## config.mk

```make
export PLATFORM = sky130hd
export DESIGN_NAME = count_tracker
export DESIGN_NICKNAME = d
export VERILOG_FILES = /design/src/rtl/count_pkg.sv /design/src/rtl/count_step_decode.sv /design/src/rtl/count_tracker.sv
export SDC_FILE = /design/constraint.sdc
export NUM_CORES = 1
export LEC_CHECK = 0
export BUFFER_PORTS_ARGS = -buffer_cell sky130_fd_sc_hd__buf_2
export CAP_MARGIN = 5
export CORE_UTILIZATION = 53
export CTS_CLUSTER_SIZE = 10
export DETAILED_ROUTE_END_ITERATION = 6
export PLACE_DENSITY = 0.86
export SYNTH_ARGS = -nofsm -noshare
export SYNTH_HDL_FRONTEND = slang
export SYNTH_SLANG_ARGS = --single-unit
```

## constraint.sdc

```tcl
create_clock -name clk -period 2.8 [get_ports clk]
set_input_delay 0.42 -clock clk [delete_from_list [all_inputs] [get_ports clk]]
set_output_delay 0.42 -clock clk [all_outputs]
set_load 0.02 [all_outputs]
```

## src/rtl/count_pkg.sv

```systemverilog
// Shared types and constants for the decimal counter stream and its receive-side tracker.
package count_pkg;
  localparam int CNT_W           = 4;
  localparam int CNT_MOD_DEFAULT = 10;

  typedef enum logic {ACQ = 1'b0, LOCK = 1'b1} trk_state_t;

  typedef enum logic [1:0] {
    STEP_UP   = 2'd0,
    STEP_DN   = 2'd1,
    STEP_HOLD = 2'd2,
    STEP_ILL  = 2'd3
  } step_t;
endpackage

```

## src/rtl/count_step_decode.sv

```systemverilog
// Combinational classifier of one counter step (prev -> cur) modulo CNT_MOD,
// with qualifiers marking the wrap-around steps.
module count_step_decode
  import count_pkg::*;
#(
  parameter int CNT_MOD = CNT_MOD_DEFAULT
) (
  input  logic [CNT_W-1:0] prev,
  input  logic [CNT_W-1:0] cur,
  output step_t            step,
  output logic             wrap_up,
  output logic             wrap_dn
);
  localparam logic [CNT_W-1:0] MAX_V = CNT_W'(CNT_MOD - 1);

  logic [CNT_W-1:0] up_v;
  logic [CNT_W-1:0] dn_v;

  always_comb begin
    up_v    = (prev == MAX_V) ? '0 : prev + CNT_W'(1);
    dn_v    = (prev == '0) ? MAX_V : prev - CNT_W'(1);
    step    = STEP_ILL;
    wrap_up = 1'b0;
    wrap_dn = 1'b0;
    // A step out of an out-of-range value has no modular meaning: illegal.
    if (prev > MAX_V) begin
      step = STEP_ILL;
    end else if (cur == prev) begin
      step = STEP_HOLD;
    end else if (cur == up_v) begin
      step    = STEP_UP;
      wrap_up = (prev == MAX_V);
    end else if (cur == dn_v) begin
      step    = STEP_DN;
      wrap_dn = (prev == '0);
    end
  end
endmodule

```

## src/rtl/count_tracker.sv

```systemverilog
// Receive-side monitor for the decimal up/down counter stream; all outputs registered.
// Optional signed net-position accumulator enabled by COUNT_TRACKER_NET_POS_EN.
module count_tracker
  import count_pkg::*;
#(
  parameter int CNT_MOD = CNT_MOD_DEFAULT,
  parameter int WRAP_W  = 8,
  parameter int POS_W   = 12
) (
  input  logic              clk,
  input  logic              rst_n,
  input  logic              clr,
  input  logic [CNT_W-1:0]  number,
  input  logic              zero,
  output logic              locked,
  output logic              dir,
  output logic              wrap_up,
  output logic              wrap_dn,
  output logic [WRAP_W-1:0] wrap_up_cnt,
  output logic [WRAP_W-1:0] wrap_dn_cnt,
  output logic              step_err,
  output logic              zero_err,
  output logic              range_err,
  output logic [POS_W-1:0]  net_pos
);
  localparam logic [CNT_W:0] MOD_V = (CNT_W + 1)'(CNT_MOD);

  trk_state_t       state_q, state_d;
  logic [CNT_W-1:0] prev_q;
  step_t            step;
  logic             dec_wrap_up, dec_wrap_dn;
  logic             out_of_range, move_up, move_dn;
  logic             locked_d, dir_d, wrap_up_d, wrap_dn_d;
  logic             step_err_d, zero_err_d;
  logic [WRAP_W-1:0] wrap_up_cnt_d, wrap_dn_cnt_d;

  count_step_decode #(.CNT_MOD(CNT_MOD)) u_decode (
    .prev    (prev_q),
    .cur     (number),
    .step    (step),
    .wrap_up (dec_wrap_up),
    .wrap_dn (dec_wrap_dn)
  );

  always_comb begin
    state_d      = state_q;
    locked_d     = locked;
    dir_d        = dir;
    wrap_up_d    = 1'b0;
    wrap_dn_d    = 1'b0;
    step_err_d   = 1'b0;
    out_of_range = ({1'b0, number} >= MOD_V);
    move_up      = 1'b0;
    move_dn      = 1'b0;
    zero_err_d   = (state_q == LOCK) && (zero != (number == '0));

    if (out_of_range) begin
      // Range violation outranks step checking and always drops lock.
      state_d  = ACQ;
      locked_d = 1'b0;
      dir_d    = 1'b0;
    end else if (state_q == ACQ) begin
      if (step == STEP_UP || step == STEP_DN) begin
        state_d  = LOCK;
        locked_d = 1'b1;
        dir_d    = (step == STEP_UP);
      end
    end else begin
      if (step == STEP_UP || step == STEP_DN) begin
        move_up   = (step == STEP_UP);
        move_dn   = (step == STEP_DN);
        dir_d     = move_up;
        wrap_up_d = dec_wrap_up;
        wrap_dn_d = dec_wrap_dn;
      end else begin
        step_err_d = 1'b1;
        state_d    = ACQ;
        locked_d   = 1'b0;
        dir_d      = 1'b0;
      end
    end

    wrap_up_cnt_d = wrap_up_cnt;
    wrap_dn_cnt_d = wrap_dn_cnt;
    if (clr) begin
      wrap_up_cnt_d = '0;
      wrap_dn_cnt_d = '0;
    end else begin
      if (wrap_up_d && (wrap_up_cnt != '1)) wrap_up_cnt_d = wrap_up_cnt + WRAP_W'(1);
      if (wrap_dn_d && (wrap_dn_cnt != '1)) wrap_dn_cnt_d = wrap_dn_cnt + WRAP_W'(1);
    end
  end

  always_ff @(posedge clk or negedge rst_n) begin
    if (!rst_n) begin
      state_q     <= ACQ;
      prev_q      <= '0;
      locked      <= 1'b0;
      dir         <= 1'b0;
      wrap_up     <= 1'b0;
      wrap_dn     <= 1'b0;
      wrap_up_cnt <= '0;
      wrap_dn_cnt <= '0;
      step_err    <= 1'b0;
      zero_err    <= 1'b0;
      range_err   <= 1'b0;
    end else begin
      state_q     <= state_d;
      prev_q      <= number;
      locked      <= locked_d;
      dir         <= dir_d;
      wrap_up     <= wrap_up_d;
      wrap_dn     <= wrap_dn_d;
      wrap_up_cnt <= wrap_up_cnt_d;
      wrap_dn_cnt <= wrap_dn_cnt_d;
      step_err    <= step_err_d;
      zero_err    <= zero_err_d;
      range_err   <= out_of_range;
    end
  end

`ifdef COUNT_TRACKER_NET_POS_EN
  logic [POS_W-1:0] net_pos_d;

  always_comb begin
    net_pos_d = net_pos;
    if (clr)          net_pos_d = '0;
    else if (move_up) net_pos_d = net_pos + POS_W'(1);
    else if (move_dn) net_pos_d = net_pos - POS_W'(1);
  end

  always_ff @(posedge clk or negedge rst_n) begin
    if (!rst_n) net_pos <= '0;
    else        net_pos <= net_pos_d;
  end
`else
  logic unused_move;
  assign unused_move = move_up ^ move_dn;
  assign net_pos     = '0;
`endif
endmodule

```

==> flow_metrics.env, run 1 <==
export IMPL_rsz0062_at_grt="false"
export IMPL_cts_tree="yes"
export IMPL_die_area_sq_mm=0.003441
export IMPL_cp_end_kind="register"
export IMPL_fin_util=0.6090
export IMPL_leakagePower_uw=0.0008924
export IMPL_postRouteAntennaNets=0
export IMPL_grt_remaining_overflow=0
export IMPL_io_buffers=30
export IMPL_path_delay_family="simple AND/OR/NAND/NOR gates"
export IMPL_hp_class="in2async"
export IMPL_dieWidth_um=58.66
export IMPL_die_y_um=58.66
export IMPL_drt_first_pass_iters=6
export IMPL_crit_type="reg2reg"
export IMPL_worst_path_max_fanout=12
export IMPL_post_cts_setup_buffers=0
export IMPL_wl_met2_um=1469
export IMPL_synth_common_cells="dfrtp_1, nor2_1, buf_4, nand2_1, xor2_1"
export IMPL_ys_warn_count=0
export IMPL_root_buffer="clkbuf_4"
export IMPL_synthArstFlopShare=1.000
export IMPL_slew_headroom=0.5922
export IMPL_wl_met1_um=1489
export IMPL_vias=1341
export IMPL_nets=219
export IMPL_reg2regPathDepth=7
export IMPL_grt_max_degree=29
export IMPL_p_per_area_mw_per_mm2=435.4
export IMPL_final_layout_size_suffix_gt1_frac=0.2067
export IMPL_finalSetupTns_ps=0
export IMPL_synth_edf_count=0
export IMPL_clock_fmax_mhz=392.0
export IMPL_worstSetupStartpointType="register"
export IMPL_yosysMostFrequentCell="dfrtp_1"
export IMPL_drt_iter0_drc=86
export IMPL_gp_congestion=0.8481
export IMPL_drc=0
export IMPL_period_needed_ps=2551
export IMPL_cp_depth=7
export IMPL_worst_pin_slew_ps=611.7
export IMPL_clk_pin_slew_ps=160
export IMPL_grt_pass1_vias=1164
export IMPL_fillerInstances=271
export IMPL_cts_buffers=3
export IMPL_slew_violations=0
export IMPL_core_sq_mm=0.003053
export IMPL_finalNonFillerCells=252
export IMPL_status="finished, final reports clean"
export IMPL_dp_cells=248
export IMPL_ys_top_cells_by_area="dfrtp_1, xor2_1, buf_4"
export IMPL_cp_required_ps=3080
export IMPL_ctsHtreeMaxLevel=1
export IMPL_setup_viol=0
export IMPL_cp_slowest_cell="dfrtp_1"
export IMPL_cpPeakStageDelay_ps=540
export IMPL_clockBufferDepth=2
export IMPL_syn_area_per_cell_sq_um=9.350
export IMPL_fp_row_count=20
export IMPL_grt_pass1_wl_um=5037
export IMPL_clk_latency_ps=330
export IMPL_synth_area_sq_mm=0.001702
export IMPL_vias_per_cell=5.321
export IMPL_synth_main_ff_cell="dfrtp_1"
export IMPL_period_share=0.9111
export IMPL_dp_hpwl_um=2275
export IMPL_synth_distinct_cells=47
export IMPL_arrival_ps=2840
export IMPL_ios=43
export IMPL_synthCells=182
export IMPL_hold_buffers=0
export IMPL_yosysTopAreaCell="dfrtp_1"
export IMPL_antenna_cells=0
export IMPL_drt_wl_total_um=3070
export IMPL_initial_core_util=0.5574
export IMPL_wl_per_cell_um=12.18
export IMPL_hold_violations=0
export IMPL_ir_drop_mv=0.2956
export IMPL_highest_layer="met4"
export IMPL_wl_met3_um=97
export IMPL_critPathBufInv=0
export IMPL_max_cap_violations=0
export IMPL_grt_usage=0.1870
export IMPL_ys_seq_area_frac=0.4118
export IMPL_area_growth_pct=9.265
export IMPL_worstPathCellList="nor2b_4, o2bb2ai_1, or3_1, a211oi_2, nand3_2, or4_1, nand2_1"
export IMPL_post_cts_resize_count=0
export IMPL_antenna_found_initial=0
export IMPL_fin_skew_ps=6.086
export IMPL_cts_sinks=28
export IMPL_ys_ff_latch=28
export IMPL_synth_top_area_share=0.4118
-- per-stage QoR --
step	hold slack [ps]	power, uW	cell area, sq um	worst slack, ps
2_1_floorplan	124.4	529.0	1743	622.5
3_3_place_gp	474.3	544.9	1807	364.0
3_5_place_dp	474.5	546.7	1807	319.1
4_1_cts	99.74	812.0	1859	275.3
5_1_grt	119.7	842.4	1859	122.4
6_report	65.43	809.5	1859	248.9
-- placed cells by master (no fill, tap or decap), types with 2 or more instances in the layout --
| cell | count |
|---|---|
| and3_1 | 4 |
| or3_1 | 6 |
| nor2b_1 | 2 |
| mux2i_1 | 2 |
| nand2_1 | 11 |
| dfrtp_1 | 28 |
| and2_1 | 4 |
| conb_1 | 12 |
| clkbuf_4 | 3 |
| nand2b_1 | 5 |
| xnor2_1 | 2 |
| xor2_1 | 11 |
| nand3_1 | 8 |
| nor3_1 | 4 |
| o21ai_0 | 9 |
| a21oi_1 | 9 |
| buf_2 | 30 |
| ha_1 | 2 |
| a31oi_1 | 2 |
| nand4_1 | 4 |
| nor2_1 | 18 |
| nand3b_1 | 5 |
| inv_1 | 4 |
-- worst paths after layout --
| path | start | endpoint | slack [ps] |
|---|---|---|---|
| worst max-delay path | prev_q[3]$_DFF_PN0_ | wrap_up_cnt[5]$_DFFE_PN0P_ | 250 |
| worst min-delay path | rst_n | wrap_up$_DFF_PN0_ | 70 |
| worst max register to register | prev_q[3]$_DFF_PN0_ | wrap_up_cnt[5]$_DFFE_PN0P_ | 250 |
| worst min register to register | locked$_DFFE_PN0P_ | locked$_DFFE_PN0P_ | 530 |
| max in group asynchronous | rst_n | range_err$_DFF_PN0_ | 2330 |
| min in group clk | number[0] | prev_q[0]$_DFF_PN0_ | 250 |
-- flip-flops by register name, summed over array words and instances (netlist names) --
name         count
dir              1
locked           1
prev_q           4
range_err        1
state_q          1
step_err         1
wrap_dn          1
wrap_dn_cnt      8
wrap_up          1
wrap_up_cnt      8
zero_err         1
-- layer usage --
metal,vias to the layer above,track usage
met1,637,0.2475
met3,2,0.02637
li1,666,-
met5,-,0
met2,36,0.3186
met4,0,0.05782
-- layout make-up --
cell class | count | area, sq um | area share
multi-input cells | 142 | 885.9 | 0.4764
flip-flops and latches | 28 | 700.7 | 0.3769
repair buffers | 30 | 150.1 | 0.08075
well taps | 44 | 55.05 | 0.02961
clock inverters | 1 | 30.03 | 0.01615
clock buffers | 3 | 22.52 | 0.01211
inverters | 4 | 15.01 | 0.008075
-- logic make-up after synthesis --
kind of cell,after synthesis,share of synthesized area
AOI/OAI and AO/OA,30,0.1162
xor gates and xnor gates,13,0.06691
adders and majority gates,2,0.01470
other,1,0.002204
and+or+nand+nor,83,0.2846
muxes,2,0.01177
buffers and inverters,23,0.09191
DFF,28,0.4118
-- where the power goes --
group | switching [uW] | internal, uW
clock network | 125 | 145
logic | 74.1 | 36.7
registers | 13.8 | 415
total | 213 | 596
Power figures use the tool's default switching activity.
==> run 2, diff against run 1 <==
--- a/config.mk
+++ b/config.mk
@@ -11,6 +11,7 @@
 export CTS_CLUSTER_SIZE = 10
 export DETAILED_ROUTE_END_ITERATION = 6
 export PLACE_DENSITY = 0.86
+export RECOVER_POWER = 100
 export SYNTH_ARGS = -nofsm -noshare
 export SYNTH_HDL_FRONTEND = slang
 export SYNTH_SLANG_ARGS = --single-unit
==> constraint.sdc (replaced) <==
create_clock -name clk -period 2.8 [get_ports clk]
set_input_delay 0.56 -clock clk [delete_from_list [all_inputs] [get_ports clk]]
set_output_delay 0.56 -clock clk [all_outputs]
set_load 0.02 [all_outputs]
==> run 2 against run 1 <==
Compared with the run above: flip-flop and latch count stayed put; highest routed layer unchanged; clock power hardly changed; power is 0.90% lower; non-clock buffer count is 1 higher; fmax is 1.6% higher; sequential share of layout area is 1.1 points higher; sequential power hardly changed; critical path depth stayed put; largest power group unchanged; design area is 3.0% lower; routed wire length is 2.6% higher; critical endpoint is now wrap_dn_cnt[0]$_DFFE_PN0P_; clock-buffer cell count stayed put; largest cell class unchanged; final cell count is 0.40% higher.
==> flow_metrics.env, run 2 (synthesis results as in run 1) <==
export IMPL_core_sq_mm=0.003053
export IMPL_top_regs="wrap_dn_cnt (8), wrap_up_cnt (8), prev_q (4)"
export IMPL_die_y_um=58.66
export IMPL_initial_core_util=0.5574
export IMPL_p_per_area_mw_per_mm2=444.6
export IMPL_nets=220
export IMPL_grt_remaining_overflow=0
export IMPL_cp_slowest_cell="or4_1"
export IMPL_stdcell_area_sq_mm=0.001804
export IMPL_hold_violations=0
export IMPL_pre_cts_ws_ps=247.2
export IMPL_cp_required_ps=3090
export IMPL_ctsHtreeMaxLevel=1
export IMPL_worst_pin_slew_ps=1460
export IMPL_cts_buffers=3
export IMPL_leakagePower_uw=0.0007708
export IMPL_gp_congestion=0.8447
export IMPL_worstPathCellList="or4_1, o221ai_1, a31oi_1, nor4b_4, nand2_2, or3_1, nand2_1"
export IMPL_hold_ws_ps=423.5
export IMPL_critPathBufInv=0
export IMPL_finalNonFillerCells=253
export IMPL_hp_class="in2reg"
export IMPL_dieWidth_um=58.66
export IMPL_dp_hpwl_um=2284
export IMPL_drt_wl_total_um=3151
export IMPL_clk_pin_slew_ps=150
export IMPL_drt_iter0_drc=59
export IMPL_root_buffer="clkbuf_4"
export IMPL_arrival_ps=2800
export IMPL_period_needed_ps=2510
export IMPL_io_buffers=30
export IMPL_ir_drop_mv=0.2632
export IMPL_antenna_found_initial=0
export IMPL_clockBufferDepth=2
export IMPL_cp_end_kind="register"
export IMPL_fp_row_count=20
export IMPL_worstSetupStartpointType="register"
export IMPL_layout_common_cells="clkbuf_1, dfrtp_1, nor2_1, conb_1"
export IMPL_wl_per_cell_um=12.45
export IMPL_grt_pass1_wl_um=5147
export IMPL_cpPeakStageDelay_ps=590
export IMPL_final_layout_size_suffix_gt1_frac=0.05263
export IMPL_ios=43
export IMPL_final_common_cell="clkbuf_1"
export IMPL_die_area_sq_mm=0.003441
export IMPL_drc=0
export IMPL_clk_latency_ps=340
export IMPL_dp_cells=249
export IMPL_timing_final_ws_setup_ps=289.9
export IMPL_area_growth_pct=6.029
export IMPL_cts_tree="yes"
export IMPL_vias=1383
export IMPL_post_cts_resize_count=0
export IMPL_crit_type="reg2reg"
export IMPL_postRouteAntennaNets=0
export IMPL_setup_viol=0
export IMPL_clock_fmax_mhz=398.4
export IMPL_status="finished, final reports clean"
export IMPL_worst_path_max_fanout=12
export IMPL_fin_skew_ps=3.630
export IMPL_grt_pass1_vias=1160
export IMPL_grt_max_degree=29
export IMPL_max_cap_violations=0
export IMPL_dpl_instance_area_sq_mm=0.001814
export IMPL_slew_headroom=0.02678
export IMPL_grt_usage=0.1946
export IMPL_slew_violations=0
export IMPL_post_cts_setup_buffers=0
export IMPL_drt_first_pass_iters=4
export IMPL_cts_sinks=28
export IMPL_rsz0062_at_grt="false"
export IMPL_vias_per_cell=5.466
export IMPL_path_delay_family="simple AND/OR/NAND/NOR gates"
export IMPL_antenna_cells=0
export IMPL_period_share=0.8965
export IMPL_hold_buffers=0
export IMPL_finalSetupTns_ps=0
## run 2: cell count changes in the layout (fill, tap and decap cells not counted), sizes merged
| cell | delta |
|---|---|
| buf | -28 |
| clkbuf | +29 |
## run 2: worst paths after layout
path                                startpoint                          to  slack, ps  cells after the start
max in group asynchronous                rst_n         prev_q[1]$_DFF_PN0_       1420                      1
max                        prev_q[1]$_DFF_PN0_  wrap_dn_cnt[0]$_DFFE_PN0P_        290                      7
max reg2reg                prev_q[1]$_DFF_PN0_  wrap_dn_cnt[0]$_DFFE_PN0P_        290                      7
min reg2reg                 locked$_DFFE_PN0P_          locked$_DFFE_PN0P_        540                      1
min                                  number[0]         prev_q[0]$_DFF_PN0_        420                      1
min in group asynchronous                rst_n  wrap_up_cnt[6]$_DFFE_PN0P_        540                      1
## run 2: power by group
| group | switching (uW) | internal (uW) |
|---|---|---|
| clock network | 124 | 145 |
| logic | 72.5 | 32.1 |
| registers | 13.4 | 415 |
| total | 210 | 592 |
## run 2: final cells by class
class / instances / area [sq um]
clock inverters: 1 / 30.03
multi-input cells: 142 / 862.1
repair buffers: 31 / 118.9
inverters: 4 / 15.01
fillers: 311 / 1249
clock buffers: 3 / 22.52
well taps: 44 / 55.05
flip-flops and latches: 28 / 700.7
## run 2: per-layer routing
| metal | track usage | part of all wire |
|---|---|---|
| met3 | 0.01978 | 0.038 |
| met4 | 0.07823 | 0.013 |
| met2 | 0.3136 | 0.47 |
| met5 | 0 | 0 |
| met1 | 0.2705 | 0.48 |
## run 2: metrics by stage
step	util	power (uW)
after global routing	0.5910	841.6
final	0.5910	802.2
after CTS	0.6115	816.8
after global placement	0.5943	545.6
after floorplan	-	529.0
after detailed placement	0.5943	547.8
==> run 3, diff against run 2 <==
--- a/config.mk
+++ b/config.mk
@@ -11,7 +11,6 @@
 export CTS_CLUSTER_SIZE = 10
 export DETAILED_ROUTE_END_ITERATION = 6
 export PLACE_DENSITY = 0.86
-export RECOVER_POWER = 100
 export SYNTH_ARGS = -nofsm -noshare
 export SYNTH_HDL_FRONTEND = slang
 export SYNTH_SLANG_ARGS = --single-unit
==> run 3 against run 2 <==
Compared with the run above: global-route usage unchanged; register-to-register slack improved by 20 ps; largest cell class unchanged; clock power about the same; critical path depth unchanged; setup slack improved by 22 ps; die area unchanged; final cell count unchanged; clock-buffer cell count unchanged; design area increased by 3.5%; power increased by 0.91%; critical path type unchanged; sequential power about the same.
==> flow_metrics.env, run 3 (synthesis results as in run 1) <==
export IMPL_final_common_cell="buf_2"
export IMPL_crit_type="reg2reg"
export IMPL_core_sq_mm=0.003053
export IMPL_root_buffer="clkbuf_4"
export IMPL_p_per_area_mw_per_mm2=433.6
export IMPL_sw_frac_of_total=0.2618
export IMPL_period_share=0.8887
export IMPL_period_needed_ps=2488
export IMPL_cts_tree="yes"
export IMPL_grt_remaining_overflow=0
export IMPL_internal_power_uw=597.6
export IMPL_worst_pin_slew_ps=603.9
export IMPL_slew_violations=0
export IMPL_clock_fmax_mhz=401.9
export IMPL_max_cap_violations=0
export IMPL_r2r_start="prev_q[3]$_DFF_PN0_"
export IMPL_cp_required_ps=3090
export IMPL_clkPwrFrac=0.333
export IMPL_cts_sinks=28
export IMPL_post_cts_resize_count=0
export IMPL_hold_buffers=0
export IMPL_comb_power_share=0.138
export IMPL_drt_first_pass_iters=4
export IMPL_dieWidth_um=58.66
export IMPL_post_cts_setup_buffers=0
export IMPL_hold_violations=0
export IMPL_slew_headroom=0.5974
export IMPL_ir_drop_mv=0.2681
export IMPL_initial_core_util=0.5574
export IMPL_timing_final_ws_setup_ps=311.6
export IMPL_ios=43
export IMPL_wl_per_cell_um=12.41
export IMPL_leakagePower_uw=0.0008970
export IMPL_clk_latency_ps=340
export IMPL_die_area_sq_mm=0.003441
export IMPL_reg2regPathDepth=7
export IMPL_layout_common_cells="buf_2, dfrtp_1, nor2_1, conb_1"
export IMPL_vias=1381
export IMPL_gp_congestion=0.8447
export IMPL_area_growth_pct=9.706
export IMPL_drc=0
export IMPL_nets=220
export IMPL_worstSetupStartpointType="register"
export IMPL_grt_max_degree=29
export IMPL_setup_viol=0
export IMPL_status="finished, final reports clean"
export IMPL_top_regs="wrap_dn_cnt (8), wrap_up_cnt (8), prev_q (4)"
export IMPL_grt_pass1_vias=1160
export IMPL_antenna_cells=0
export IMPL_worst_path_max_fanout=12
export IMPL_power_switching_uw=211.9
export IMPL_r2r_end="wrap_up_cnt[5]$_DFFE_PN0P_"
export IMPL_fp_row_count=20
export IMPL_cts_buffers=3
export IMPL_fillerInstances=284
export IMPL_grt_pass1_wl_um=5147
export IMPL_final_layout_size_suffix_gt1_frac=0.2105
export IMPL_p_seq_frac=0.530
export IMPL_arrival_ps=2780
export IMPL_hp_class="in2async"
export IMPL_pre_cts_ws_ps=247.2
export IMPL_ctsHtreeMaxLevel=1
export IMPL_rsz0062_at_grt="false"
export IMPL_r2r_setup_slack_ps=310
export IMPL_die_y_um=58.66
export IMPL_finalSetupTns_ps=0
export IMPL_antenna_found_initial=0
export IMPL_dp_hpwl_um=2284
export IMPL_clk_pin_slew_ps=150
export IMPL_vias_per_cell=5.458
export IMPL_fin_total_pwr_uw=809.5
export IMPL_postRouteAntennaNets=0
export IMPL_drt_wl_total_um=3139
export IMPL_drt_iter0_drc=53
export IMPL_cp_end_kind="register"
export IMPL_grt_usage=0.1946
export IMPL_fin_skew_ps=1.754
export IMPL_clockBufferDepth=2
export IMPL_io_buffers=30
==> run 3: cell type report <==
cell class              instances  area [sq um]  share of cell area
multi-input cells             142         885.9              0.4745
clock buffers                   3         22.52             0.01206
clock inverters                 1         30.03             0.01609
inverters                       4         15.01            0.008043
repair buffers                 31         157.7             0.08445
well taps                      44         55.05             0.02949
flip-flops and latches         28         700.7              0.3753
==> run 3: layer usage <==
layer / track usage / routed length (um) / up-vias
li1: - / - / 669
met1: 0.2705 / 1468 / 668
met2: 0.3136 / 1488 / 40
met3: 0.01978 / 142 / 4
met4: 0.07823 / 40 / 0
met5: 0 / 0 / -
==> run 3: worst max-delay path, cell delays in order (launching register included) <==
cell and delay, ps:
dfrtp_1 550, nor2b_4 190, o2bb2ai_1 140, or3_1 360
a211oi_2 350, nand3_2 250, or4_1 510, nand2_1 80
==> run 3: how the worst max path moves through the flow <==
stage,from,end,slack (ps),cells after the start
after global routing,prev_q[3]$_DFF_PN0_,wrap_up_cnt[5]$_DFFE_PN0P_,150,7
after global placement,number[0],wrap_up_cnt[5]$_DFFE_PN0P_,310,8
after CTS,prev_q[3]$_DFF_PN0_,wrap_up_cnt[5]$_DFFE_PN0P_,310,7
after detailed placement,number[0],wrap_up_cnt[5]$_DFFE_PN0P_,250,8
after floorplan,number[0],wrap_up_cnt[4]$_DFFE_PN0P_,600,8
final,prev_q[3]$_DFF_PN0_,wrap_up_cnt[5]$_DFFE_PN0P_,310,7
==> run 3: metrics by stage <==
step | instances | instance area [sq um] | hold WS (ps) | utilization
after global placement | 249 | 1814 | 494.6 | 0.5943
after CTS | 253 | 1867 | 218.1 | 0.6115
final | 253 | 1867 | 204.3 | 0.6115
after detailed placement | 249 | 1814 | 504.7 | 0.5943
after global routing | 253 | 1867 | 227.9 | 0.6115
after floorplan | 193 | 1743 | 264.4 | -
==> run 3: power by group through the flow <==
stage / registers (uW) / clock network, uW / logic (uW)
6_report: 429 / 269 / 111
3_5_place_dp: 436 / 0 / 112
2_1_floorplan: 437 / 0 / 91.6
3_3_place_gp: 436 / 0 / 110
4_1_cts: 429 / 276 / 112
5_1_grt: 431 / 294 / 124
